$ cat config.mk
export PLATFORM = sky130hd
export DESIGN_NAME = irq_ctrl_flat
export DESIGN_NICKNAME = d
export VERILOG_FILES = /design/src/rtl/cpu_pkg.sv /design/src/rtl/irq_ctrl_if.sv /design/src/rtl/irq_prio_enc.sv /design/src/rtl/irq_ctrl.sv /design/src/flat_wrapper.sv
export SDC_FILE = /design/constraint.sdc
export NUM_CORES = 1
export LEC_CHECK = 0
export ABC_CLOCK_PERIOD_IN_PS = 1800
export BUFFER_PORTS_ARGS = -buffer_cell sky130_fd_sc_hd__buf_2
export CAP_MARGIN = 25
export CORE_MARGIN = 3
export CORE_UTILIZATION = 44
export CTS_CLUSTER_SIZE = 8
export DETAILED_ROUTE_END_ITERATION = 6
export GPL_TIMING_DRIVEN = 0
export PLACE_DENSITY = 0.79
export SYNTH_ARGS = -nofsm -noshare
export SYNTH_HDL_FRONTEND = slang
export SYNTH_SLANG_ARGS = --single-unit
$ cat constraint.sdc
create_clock -name clk_bus -period 1.8 [get_ports clk_bus]
set_clock_uncertainty 0.15 [all_clocks]
set_input_delay 0.54 -clock clk_bus [delete_from_list [all_inputs] [get_ports clk_bus]]
set_output_delay 0.54 -clock clk_bus [all_outputs]
set_load 0.02 [all_outputs]
$ cat src/rtl/cpu_pkg.sv
// Shared CPU-side definitions for the interrupt controller: CALL opcode,
// controller FSM states, vector address width and instruction-building helpers.
package cpu_pkg;

    localparam logic [4:0] OP_CALL    = 5'b11001;
    localparam int         VEC_ADDR_W = 16;
    localparam int         CALL_W     = 29;

    typedef enum logic [0:0] {
        ST_IDLE = 1'b0,
        ST_REQ  = 1'b1
    } irq_state_e;

    // Index width that stays legal for a single-channel build
    function automatic int id_width(input int n);
        if (n > 1) begin
            return $clog2(n);
        end else begin
            return 1;
        end
    endfunction

    // Handler address with natural 16-bit wrap
    function automatic logic [VEC_ADDR_W-1:0] vec_addr(
        input logic [VEC_ADDR_W-1:0] base,
        input logic [VEC_ADDR_W-1:0] stride,
        input logic [VEC_ADDR_W-1:0] idx
    );
        return base + idx * stride;
    endfunction

    function automatic logic [CALL_W-1:0] call_word(input logic [VEC_ADDR_W-1:0] addr);
        return {OP_CALL, 8'h00, addr};
    endfunction

endpackage

$ cat src/rtl/irq_ctrl_if.sv
// CPU-facing injection handshake of the interrupt controller.
interface irq_ctrl_if
    import cpu_pkg::*;
#(
    parameter int NUM_IRQ = 8,
    parameter int INST_W  = 29
) ();
    localparam int ID_W = id_width(NUM_IRQ);

    logic              irq_req;
    logic [INST_W-1:0] irq_inst;
    logic [ID_W-1:0]   irq_id;
    logic              irq_ack;
    logic              irq_done;

    // CPU side
    modport master (
        input  irq_req,
        input  irq_inst,
        input  irq_id,
        output irq_ack,
        output irq_done
    );

    // Controller side
    modport slave (
        output irq_req,
        output irq_inst,
        output irq_id,
        input  irq_ack,
        input  irq_done
    );
endinterface

$ cat src/rtl/irq_prio_enc.sv
// Lowest-index-wins priority encoder with a valid flag.
module irq_prio_enc #(
    parameter int N     = 8,
    parameter int IDX_W = 3
) (
    input  logic [N-1:0]     req_i,
    output logic             valid_o,
    output logic [IDX_W-1:0] idx_o
);

    // Scan high to low so the lowest set bit is the last one written
    always_comb begin
        valid_o = |req_i;
        idx_o   = '0;
        for (int i = N - 1; i >= 0; i--) begin
            idx_o = req_i[i] ? IDX_W'(i) : idx_o;
        end
    end

endmodule

$ cat src/rtl/irq_ctrl.sv
// Vectored interrupt controller that injects a CALL into the CPU fetch path.
// Define IRQ_NEST_EN to let a higher-priority channel preempt a running handler.
module irq_ctrl
    import cpu_pkg::*;
#(
    parameter int              NUM_IRQ    = 8,
    parameter int              INST_W     = 29,
    parameter logic [15:0]     VEC_BASE   = 16'hFF00,
    parameter logic [15:0]     VEC_STRIDE = 16'h0004
) (
    input  logic               clk_bus,
    input  logic               rst_bus,
    input  logic [NUM_IRQ-1:0] irq_in,
    input  logic [NUM_IRQ-1:0] irq_en,
    input  logic [NUM_IRQ-1:0] irq_edge,
    input  logic               gie,
    irq_ctrl_if.slave          cpu,
    output logic [NUM_IRQ-1:0] pend_out,
    output logic [NUM_IRQ-1:0] isr_out
);

    localparam int ID_W = id_width(NUM_IRQ);

    irq_state_e        state_q, state_d;
    logic [NUM_IRQ-1:0] prev_q;
    logic [NUM_IRQ-1:0] pend_q, pend_d;
    logic [NUM_IRQ-1:0] isr_q, isr_d;
    logic [ID_W-1:0]    id_q, id_d;
    logic [INST_W-1:0]  inst_q, inst_d;

    logic [NUM_IRQ-1:0] rise_s;
    logic [NUM_IRQ-1:0] ack_oh_s;
    logic [NUM_IRQ-1:0] isr_done_s;
    logic [NUM_IRQ-1:0] prio_mask_s;
    logic [NUM_IRQ-1:0] cand_s;
    logic               ack_s;
    logic               enc_valid_s;
    logic [ID_W-1:0]    enc_idx_s;

    // Pending / in-service next state; done-clear is applied before ack-set
    always_comb begin
        rise_s     = irq_in & ~prev_q;
        ack_s      = (state_q == ST_REQ) && cpu.irq_ack;
        ack_oh_s   = ack_s ? (NUM_IRQ'(1) << id_q) : '0;
        isr_done_s = cpu.irq_done ? (isr_q & (isr_q - NUM_IRQ'(1))) : isr_q;
        isr_d      = isr_done_s | ack_oh_s;
        pend_d     = (irq_edge & ((pend_q & ~ack_oh_s) | rise_s)) | (~irq_edge & irq_in);
    end

    // Candidates limited by the handler currently in service
    always_comb begin
`ifdef IRQ_NEST_EN
        prio_mask_s = (isr_q & (~isr_q + NUM_IRQ'(1))) - NUM_IRQ'(1);
`else
        prio_mask_s = (isr_q == '0) ? '1 : '0;
`endif
        cand_s = pend_q & irq_en & ~isr_q & prio_mask_s & {NUM_IRQ{gie}};
    end

    irq_prio_enc #(
        .N     (NUM_IRQ),
        .IDX_W (ID_W)
    ) u_prio (
        .req_i   (cand_s),
        .valid_o (enc_valid_s),
        .idx_o   (enc_idx_s)
    );

    // FSM next state
    always_comb begin
        state_d = state_q;
        case (state_q)
            ST_IDLE: begin
                if (enc_valid_s) begin
                    state_d = ST_REQ;
                end else begin
                    state_d = ST_IDLE;
                end
            end
            ST_REQ: begin
                if (cpu.irq_ack || !gie) begin
                    state_d = ST_IDLE;
                end else begin
                    state_d = ST_REQ;
                end
            end
            default: state_d = ST_IDLE;
        endcase
    end

    // FSM outputs: id and instruction latched only on IDLE->REQ
    always_comb begin
        id_d   = id_q;
        inst_d = inst_q;
        if ((state_q == ST_IDLE) && enc_valid_s) begin
            id_d   = enc_idx_s;
            inst_d = INST_W'(call_word(vec_addr(VEC_BASE, VEC_STRIDE, VEC_ADDR_W'(enc_idx_s))));
        end else begin
            id_d   = id_q;
            inst_d = inst_q;
        end
    end

    // State register
    always_ff @(posedge clk_bus) begin
        if (!rst_bus) begin
            state_q <= ST_IDLE;
            prev_q  <= '0;
            pend_q  <= '0;
            isr_q   <= '0;
            id_q    <= '0;
            inst_q  <= '0;
        end else begin
            state_q <= state_d;
            prev_q  <= irq_in;
            pend_q  <= pend_d;
            isr_q   <= isr_d;
            id_q    <= id_d;
            inst_q  <= inst_d;
        end
    end

    assign cpu.irq_req  = (state_q == ST_REQ);
    assign cpu.irq_id   = id_q;
    assign cpu.irq_inst = inst_q;
    assign pend_out     = pend_q;
    assign isr_out      = isr_q;

endmodule

$ cat src/flat_wrapper.sv
// flat-port wrapper written by rule: the top's interface ports become plain ports
module irq_ctrl_flat import cpu_pkg::*;
#(
    parameter int              NUM_IRQ    = 8,
    parameter int              INST_W     = 29,
    parameter logic [15:0]     VEC_BASE   = 16'hFF00,
    parameter logic [15:0]     VEC_STRIDE = 16'h0004
)
  (clk_bus, rst_bus, irq_in, irq_en, irq_edge, gie, pend_out, isr_out, cpu_irq_req, cpu_irq_inst, cpu_irq_id, cpu_irq_ack, cpu_irq_done);
  irq_ctrl_if #(.NUM_IRQ(NUM_IRQ), .INST_W(INST_W)) cpu_i ();
  input  logic clk_bus;
  input  logic rst_bus;
  input  logic [NUM_IRQ-1:0] irq_in;
  input  logic [NUM_IRQ-1:0] irq_en;
  input  logic [NUM_IRQ-1:0] irq_edge;
  input  logic gie;
  output logic [NUM_IRQ-1:0] pend_out;
  output logic [NUM_IRQ-1:0] isr_out;
  output wire logic [$bits(cpu_i.irq_req)-1:0] cpu_irq_req;
  output wire logic [$bits(cpu_i.irq_inst)-1:0] cpu_irq_inst;
  output wire logic [$bits(cpu_i.irq_id)-1:0] cpu_irq_id;
  input wire logic [$bits(cpu_i.irq_ack)-1:0] cpu_irq_ack;
  input wire logic [$bits(cpu_i.irq_done)-1:0] cpu_irq_done;
  assign cpu_irq_req = cpu_i.irq_req;
  assign cpu_irq_inst = cpu_i.irq_inst;
  assign cpu_irq_id = cpu_i.irq_id;
  assign cpu_i.irq_ack = cpu_irq_ack;
  assign cpu_i.irq_done = cpu_irq_done;
  irq_ctrl #(.NUM_IRQ(NUM_IRQ), .INST_W(INST_W), .VEC_BASE(VEC_BASE), .VEC_STRIDE(VEC_STRIDE)) u_core (.clk_bus(clk_bus), .rst_bus(rst_bus), .irq_in(irq_in), .irq_en(irq_en), .irq_edge(irq_edge), .gie(gie), .cpu(cpu_i), .pend_out(pend_out), .isr_out(isr_out));
endmodule
==> flow_summary_export.csv, run 1 <==
group,metric,value,unit
finish,fill_cells,289,
floorplanning,std_cell_rows,20,
worst_setup_path,worstPathMaxFanout,10,
finish,register_area,590.6,um2
outcome,status,"finished clean",
placement,dpl.hpwl,2655,um
synthesis,synth-edff-count,0,
global_routing,grt_max_degree,13,
finish,syn_to_final_growth,34.76,%
cts,clkTransAtPathRegs,0.09,ns
sta,tns,0,ns
route,vias,1357,
sta,max_slew_margin,0.6491,
route,drt_first_pass_iters,4,
worst_setup_path,endpoint_kind,"output pin",
floorplanning,fp.dieArea,4058,um2
run,max-cap-violations,0,
cts,cts_made_buffers,5,
synthesis,syn-mean-instance-area,8.880,um2
sta,worst_pin_slew,0.5264,ns
sta,fin_ws,0.05499,ns
power_and_ir_drop,sequentialPowerShare,0.466,
synthesis,seq_area_frac_synth,0.3962,
global_routing,grt_antenna_before_repair,0,
power_and_ir_drop,p_sw_frac,0.3165,
floorplanning,start_util,0.4722,
sta,slew_viol_final,0,
sta,hold_viol,0,
cts,clock_sinks,29,
global_routing,grt_pass1_vias,1166,
floorplanning,die_y,63.71,um
synthesis,synth_area_leaders,"dfxtp_1, buf_4, a21boi_0",
synthesis,ys_types,35,
global_routing,grtUsageTotal,0.1670,
route,drtIter0Drc,25,
worst_hold_path,hold_path.class,"in -> reg",
worst_setup_path,cp-start-kind,"flip-flop",
global_routing,overflow,0,
worst_setup_path,crit_chain,"buf_4, buf_2",
synthesis,ys_ff_latch,29,
finish,drive_gt1_frac,0.4355,
power_and_ir_drop,power_leakage,1.037,nW
finish,multi_input_area,724.4,um2
sta,fmax,573.1,MHz
placement,dp_slack,-0.2338,ns
worst_setup_path,crit_path_max_incr_delay,0.45,ns
power_and_ir_drop,switchingPower,491.4,uW
floorplanning,die_w,63.71,um
worst_setup_path,timing_worst_setup_path_type,"reg -> out",
route,wl,3355,um
synthesis,synth_top_area_share,0.3962,
worst_setup_path,worst_ep_arrival_time,1.06,ns
floorplanning,pin_count,78,
synthesis,async_reset_ff_frac,0,
cts,tritoncts,"built",
route,wl_per_cell,11.49,um
route,ant_nets,0,
worst_setup_path,path_delay_family,"flip-flops",
floorplanning,core,3103,um2
finish,antenna_cells,0,
cts,insertion_delay,0.33,ns
global_routing,grt_pass1_wl,5299,um
finish,fin_nets,276,
synthesis,synth_area_leader_cell,"dfxtp_1",
power_and_ir_drop,p_comb_frac,0.266,
sta,setup_viol,0,
route,viasPerCell,4.647,
synthesis,yosysWarnings,0,
power_and_ir_drop,power.internal,1.061,mW
cts,postCtsSetupBuffers,0,
power_and_ir_drop,power.density,786.4,nW/um2
synthesis,syn_inst,165,
placement,portBuffers,61,
cts,cts_buffer_depth,2,
sta,rsz0062_at_grt,"yes",
worst_setup_path,cp.buffers_inverters,2,
sta,period_needed,1.745,ns
sta,finalCritPeriodShare,0.9695,
power_and_ir_drop,p_clk_frac,0.268,
worst_setup_path,cp_slowest_cell,"dfxtp_2",
placement,globalplace.congestion,0.7959,
synthesis,syn_area,1465,um2
cts,cts_hold_repair.buffers,0,
cts,htree_levels,2,
cts,ctsRootBufferMaster,"clkbuf_4",
synthesis,synth_ff_type,"dfxtp_1",
route,drt_drc_violations_left,0,
worst_setup_path,required,1.11,ns
power_and_ir_drop,ir_drop,0.0005117,V
cell usage in the layout, fill, tap and decap left out, types with 3 or more instances in the layout:
master     n
a41o_1     6
clkbuf_1   3
conb_1    15
nand3_1    5
nand2b_1   4
buf_4     28
a21oi_1    3
a21boi_0  10
and2_1     8
nor2_1     7
clkbuf_4   5
dfxtp_2    5
nand2_1   18
o21ai_0    6
buf_2     62
nor2b_1    3
nand3b_1   6
dfxtp_1   23
nand4b_1   4
stage by stage:
| stage | cell area (um2) | cells | power [mW] | hold slack [ns] | utilization |
|---|---|---|---|---|---|
| after floorplan | 1518 | 179 | 1.019 | 0.2884 | - |
| after global placement | 1878 | 284 | 1.137 | 0.2950 | 0.6052 |
| after detailed placement | 1878 | 284 | 1.144 | 0.3106 | 0.6052 |
| after CTS | 1947 | 292 | 1.559 | 0.2644 | 0.6274 |
| after global routing | 1974 | 292 | 1.632 | 0.2536 | 0.6363 |
| final | 1974 | 292 | 1.553 | 0.2697 | 0.6363 |
cells by family after synthesis:
family / Yosys count / share of synthesized area
compound gates: 37 / 0.1879
buf+inv: 34 / 0.1597
other cells: 1 / 0.002559
flops: 29 / 0.3962
simple gates: 62 / 0.2400
mux: 2 / 0.01366
synth_stat cells (all sizes together) (2+ instances only):
| master | n |
|---|---|
| or3 | 2 |
| nand3 | 5 |
| dfxtp | 29 |
| a21oi | 3 |
| a211o | 2 |
| o21a | 2 |
| a21boi | 12 |
| clkbuf | 3 |
| buf | 29 |
| nor3b | 2 |
| and2 | 8 |
| nor2 | 7 |
| nor2b | 3 |
| nand3b | 6 |
| a41o | 6 |
| inv | 2 |
| nand2b | 4 |
| o21ai | 6 |
| nand2 | 18 |
| nand4b | 4 |
| mux2i | 2 |
worst paths after layout:
| kind | cells after the start | to | slack, ns | startpoint |
|---|---|---|---|---|
| setup / recovery | 2 | cpu_irq_inst[3] | 0.05 | u_core.cpu.irq_id[1]$_SDFFE_PN0P_ |
| hold / removal | 2 | u_core.prev_q[3]$_SDFF_PN0_ | 0.27 | irq_in[3] |
| setup reg to reg | 5 | u_core.cpu.irq_id[1]$_SDFFE_PN0P_ | 0.08 | u_core.isr_out[4]$_SDFF_PN0_ |
| hold reg to reg | 3 | u_core.pend_out[6]$_SDFF_PN0_ | 0.32 | u_core.prev_q[6]$_SDFF_PN0_ |
sequential cells by signal, indices dropped and copies added (netlist names):
name,cells
u_core.prev_q,8
u_core.pend_out,8
u_core.isr_out,8
u_core.cpu.irq_inst,2
u_core.cpu.irq_id,2
u_core.cpu.irq_req,1
power by group through the flow:
stage | sequential [mW] | combinational [mW] | clock (mW)
6_report | 0.723 | 0.413 | 0.416
3_3_place_gp | 0.733 | 0.404 | 0
5_1_grt | 0.731 | 0.446 | 0.454
2_1_floorplan | 0.761 | 0.258 | 0
4_1_cts | 0.722 | 0.410 | 0.427
3_5_place_dp | 0.735 | 0.409 | 0
area by class of cell:
class	instances	area share
Multi-Input combinational cell	116	0.3669
Clock inverter	2	0.006971
Tap cell	44	0.02788
Sequential cell	29	0.2991
Buffer	32	0.1147
Inverter	2	0.003802
Timing Repair Buffer	61	0.1546
Clock buffer	6	0.02598
metal layers:
metal,global-route usage,up-vias,wire length [um]
met5,0,-,0
met4,0.07278,0,44
met3,0.05348,5,260
met2,0.2699,56,1597
met1,0.2020,594,1453
li1,-,702,-
repair_timing:
item | 4_1_cts | 5_1_grt
cloned | 0 | 0
pin swaps | 0 | 1
endpoints found under the hold margin | 0 | 0
resized for setup | 3 | 7
endpoints found under the setup margin | 12 | 5
(Power assumes the default switching activity.)
==> run 2, diff against run 1 <==
- BUFFER_PORTS_ARGS: -buffer_cell sky130_fd_sc_hd__buf_2 -> -buffer_cell sky130_fd_sc_hd__buf_4
==> run 2 against run 1 <==
Against the previous run:
- global-route usage is 0.45 points higher
- sequential power hardly changed
- register-to-register slack worse by 0.05 ns
- final area is 8.6% higher
- flip-flop and latch count stayed put
- non-clock buffer count stayed put
- combinational power is 13% higher
- cell count stayed put
- critical endpoint is now u_core.cpu.irq_id[0]$_SDFFE_PN0P_
- largest cell class unchanged
- highest routed layer unchanged
==> flow_summary_export.csv, run 2 (same netlist as run 1, synthesis figures left out) <==
group,metric,value,unit
outcome,status,"finished clean",
sta,finalCritPeriodShare,0.9824,
worst_setup_path,required,1.91,ns
power_and_ir_drop,power.density,812.8,nW/um2
run,max-cap-violations,0,
floorplanning,start_util,0.4722,
floorplanning,pin_count,78,
worst_hold_path,min_from,"irq_in[3]",
finish,fill_cells,281,
finish,antenna_cells,0,
cts,tritoncts,"built",
finish,multi_input_area,724.4,um2
sta,fmax,565.5,MHz
worst_setup_path,crit_path_max_incr_delay,0.40,ns
sta,worst_pin_slew,0.5090,ns
finish,drive_gt1_frac,0.4315,
floorplanning,fp.dieArea,4058,um2
worst_hold_path,whs_endpoint,"u_core.prev_q[3]$_SDFF_PN0_",
placement,portBuffers,61,
placement,globalplace.congestion,0.8096,
cts,clock_sinks,29,
finish,fin_nets,276,
route,drt_first_pass_iters,4,
finish,register_area,588.1,um2
worst_setup_path,cp_slowest_cell,"or3_4",
sta,hold_viol,0,
worst_setup_path,worst_ep_arrival_time,1.87,ns
worst_setup_path,crit_chain,"or3_4, nor3b_4, o211ai_1, a211o_1, mux2i_1",
worst_setup_path,worstPathMaxFanout,5,
route,ant_nets,0,
sta,rsz0062_at_grt,"yes",
worst_setup_path,r2r_cells,5,
cts,cts_made_buffers,5,
route,drtIter0Drc,38,
floorplanning,die_y,63.71,um
worst_setup_path,timing_worst_setup_path_type,"reg -> reg",
power_and_ir_drop,power_leakage,1.075,nW
global_routing,grt_antenna_before_repair,0,
route,vias,1382,
cts,postCtsSetupBuffers,0,
global_routing,overflow,0,
worst_hold_path,hold_path.class,"in -> reg",
global_routing,grt_pass1_wl,5540,um
worst_setup_path,endpoint_kind,"flip-flop",
worst_hold_path,min_path_cells,2,
placement,dp_cells,284,
cts,clkTransAtPathRegs,0.10,ns
sta,slew_viol_final,0,
finish,layout_commonest_cell,"buf_4",
route,viasPerCell,4.733,
worst_setup_path,reg2reg_from,"u_core.isr_out[6]$_SDFF_PN0_",
route,drt_drc_violations_left,0,
finish,syn_to_final_growth,46.37,%
sta,max_slew_margin,0.6607,
cts,cts_hold_repair.buffers,0,
worst_setup_path,cp-start-kind,"flip-flop",
placement,dpl.hpwl,2704,um
worst_setup_path,r2r_setup_slack,0.03,ns
route,wl_per_cell,11.88,um
finish,final_cell_mix,"buf_4, dfxtp_1, nand2_1",
worst_setup_path,reg2reg_to,"u_core.cpu.irq_id[0]$_SDFFE_PN0P_",
floorplanning,core,3103,um2
global_routing,grt_max_degree,13,
cts,cts_buffer_depth,2,
sta,period_needed,1.768,ns
floorplanning,std_cell_rows,20,
route,wl,3469,um
global_routing,grtUsageTotal,0.1716,
power_and_ir_drop,ir_drop,0.0005218,V
cts,htree_levels,2,
finish,instances_no_fill,292,
cts,ctsRootBufferMaster,"clkbuf_4",
global_routing,grt_pass1_vias,1217,
sta,setup_viol,0,
cts,insertion_delay,0.32,ns
finish,postLayoutCoreUtil,0.6911,
floorplanning,die_w,63.71,um
run 2: cell count changes in the layout (fill, tap and decap cells not counted), sizes merged:
cell / delta
clkinv: -2
bufinv: +1
clkbuf: +1
run 2: what timing repair did:
item	CTS	global route
setup endpoints to repair	12	4
gates resized for setup	3	6
pin swaps	0	1
run 2: area by class of cell:
| type | instances | share of cell area |
|---|---|---|
| Timing Repair Buffer | 61 | 0.2135 |
| Buffer | 32 | 0.1056 |
| Inverter | 2 | 0.003501 |
| Tap cell | 44 | 0.02567 |
| Clock inverter | 1 | 0.01400 |
| Multi-Input combinational cell | 116 | 0.3378 |
| Clock buffer | 7 | 0.02567 |
| Sequential cell | 29 | 0.2742 |
run 2: metrics by stage:
stage                     setup TNS (ns)  worst slack (ns)  hold slack [ns]  power (mW)  area (um2)
final                                  0           0.03170           0.2849       1.743        2145
after global routing            -0.08889          -0.05224           0.2722       1.824        2145
after CTS                              0           0.02039           0.2837       1.748        2120
after detailed placement          -1.728           -0.2020           0.3076       1.201        2031
after global placement            -1.857           -0.1935           0.2948       1.195        2031
after floorplan                        0            0.1327           0.2884       1.019        1518
run 2: metal layers:
layer	part of all wire	GRT usage
met3	0.097	0.05169
met5	0	0
met4	0.010	0.04852
met1	0.40	0.2151
met2	0.49	0.2829
run 2: how the worst max path moves through the flow:
stage / from / end / slack (ns)
final: u_core.isr_out[6]$_SDFF_PN0_ / u_core.cpu.irq_id[0]$_SDFFE_PN0P_ / 0.03
after global routing: u_core.isr_out[6]$_SDFF_PN0_ / u_core.cpu.irq_id[0]$_SDFFE_PN0P_ / -0.05
after CTS: u_core.isr_out[2]$_SDFF_PN0_ / u_core.cpu.irq_id[1]$_SDFFE_PN0P_ / 0.02
after detailed placement: rst_bus / u_core.cpu.irq_id[1]$_SDFFE_PN0P_ / -0.20
after global placement: rst_bus / u_core.pend_out[6]$_SDFF_PN0_ / -0.19
after floorplan: u_core.isr_out[6]$_SDFF_PN0_ / u_core.cpu.irq_id[0]$_SDFFE_PN0P_ / 0.13
run 2: worst max-delay path, delay by kind of cell, from the launching register on:
family / cells / cell delay (ns)
AOI/OAI and AO/OA: 2 / 0.47
muxes: 1 / 0.12
and+or+nand+nor: 2 / 0.62
DFF: 1 / 0.35
run 2: where the power goes:
group | total [mW] | internal [mW] | switching, mW
Sequential | 0.723 | 0.681 | 0.0423
Combinational | 0.468 | 0.241 | 0.228
Clock | 0.551 | 0.332 | 0.220
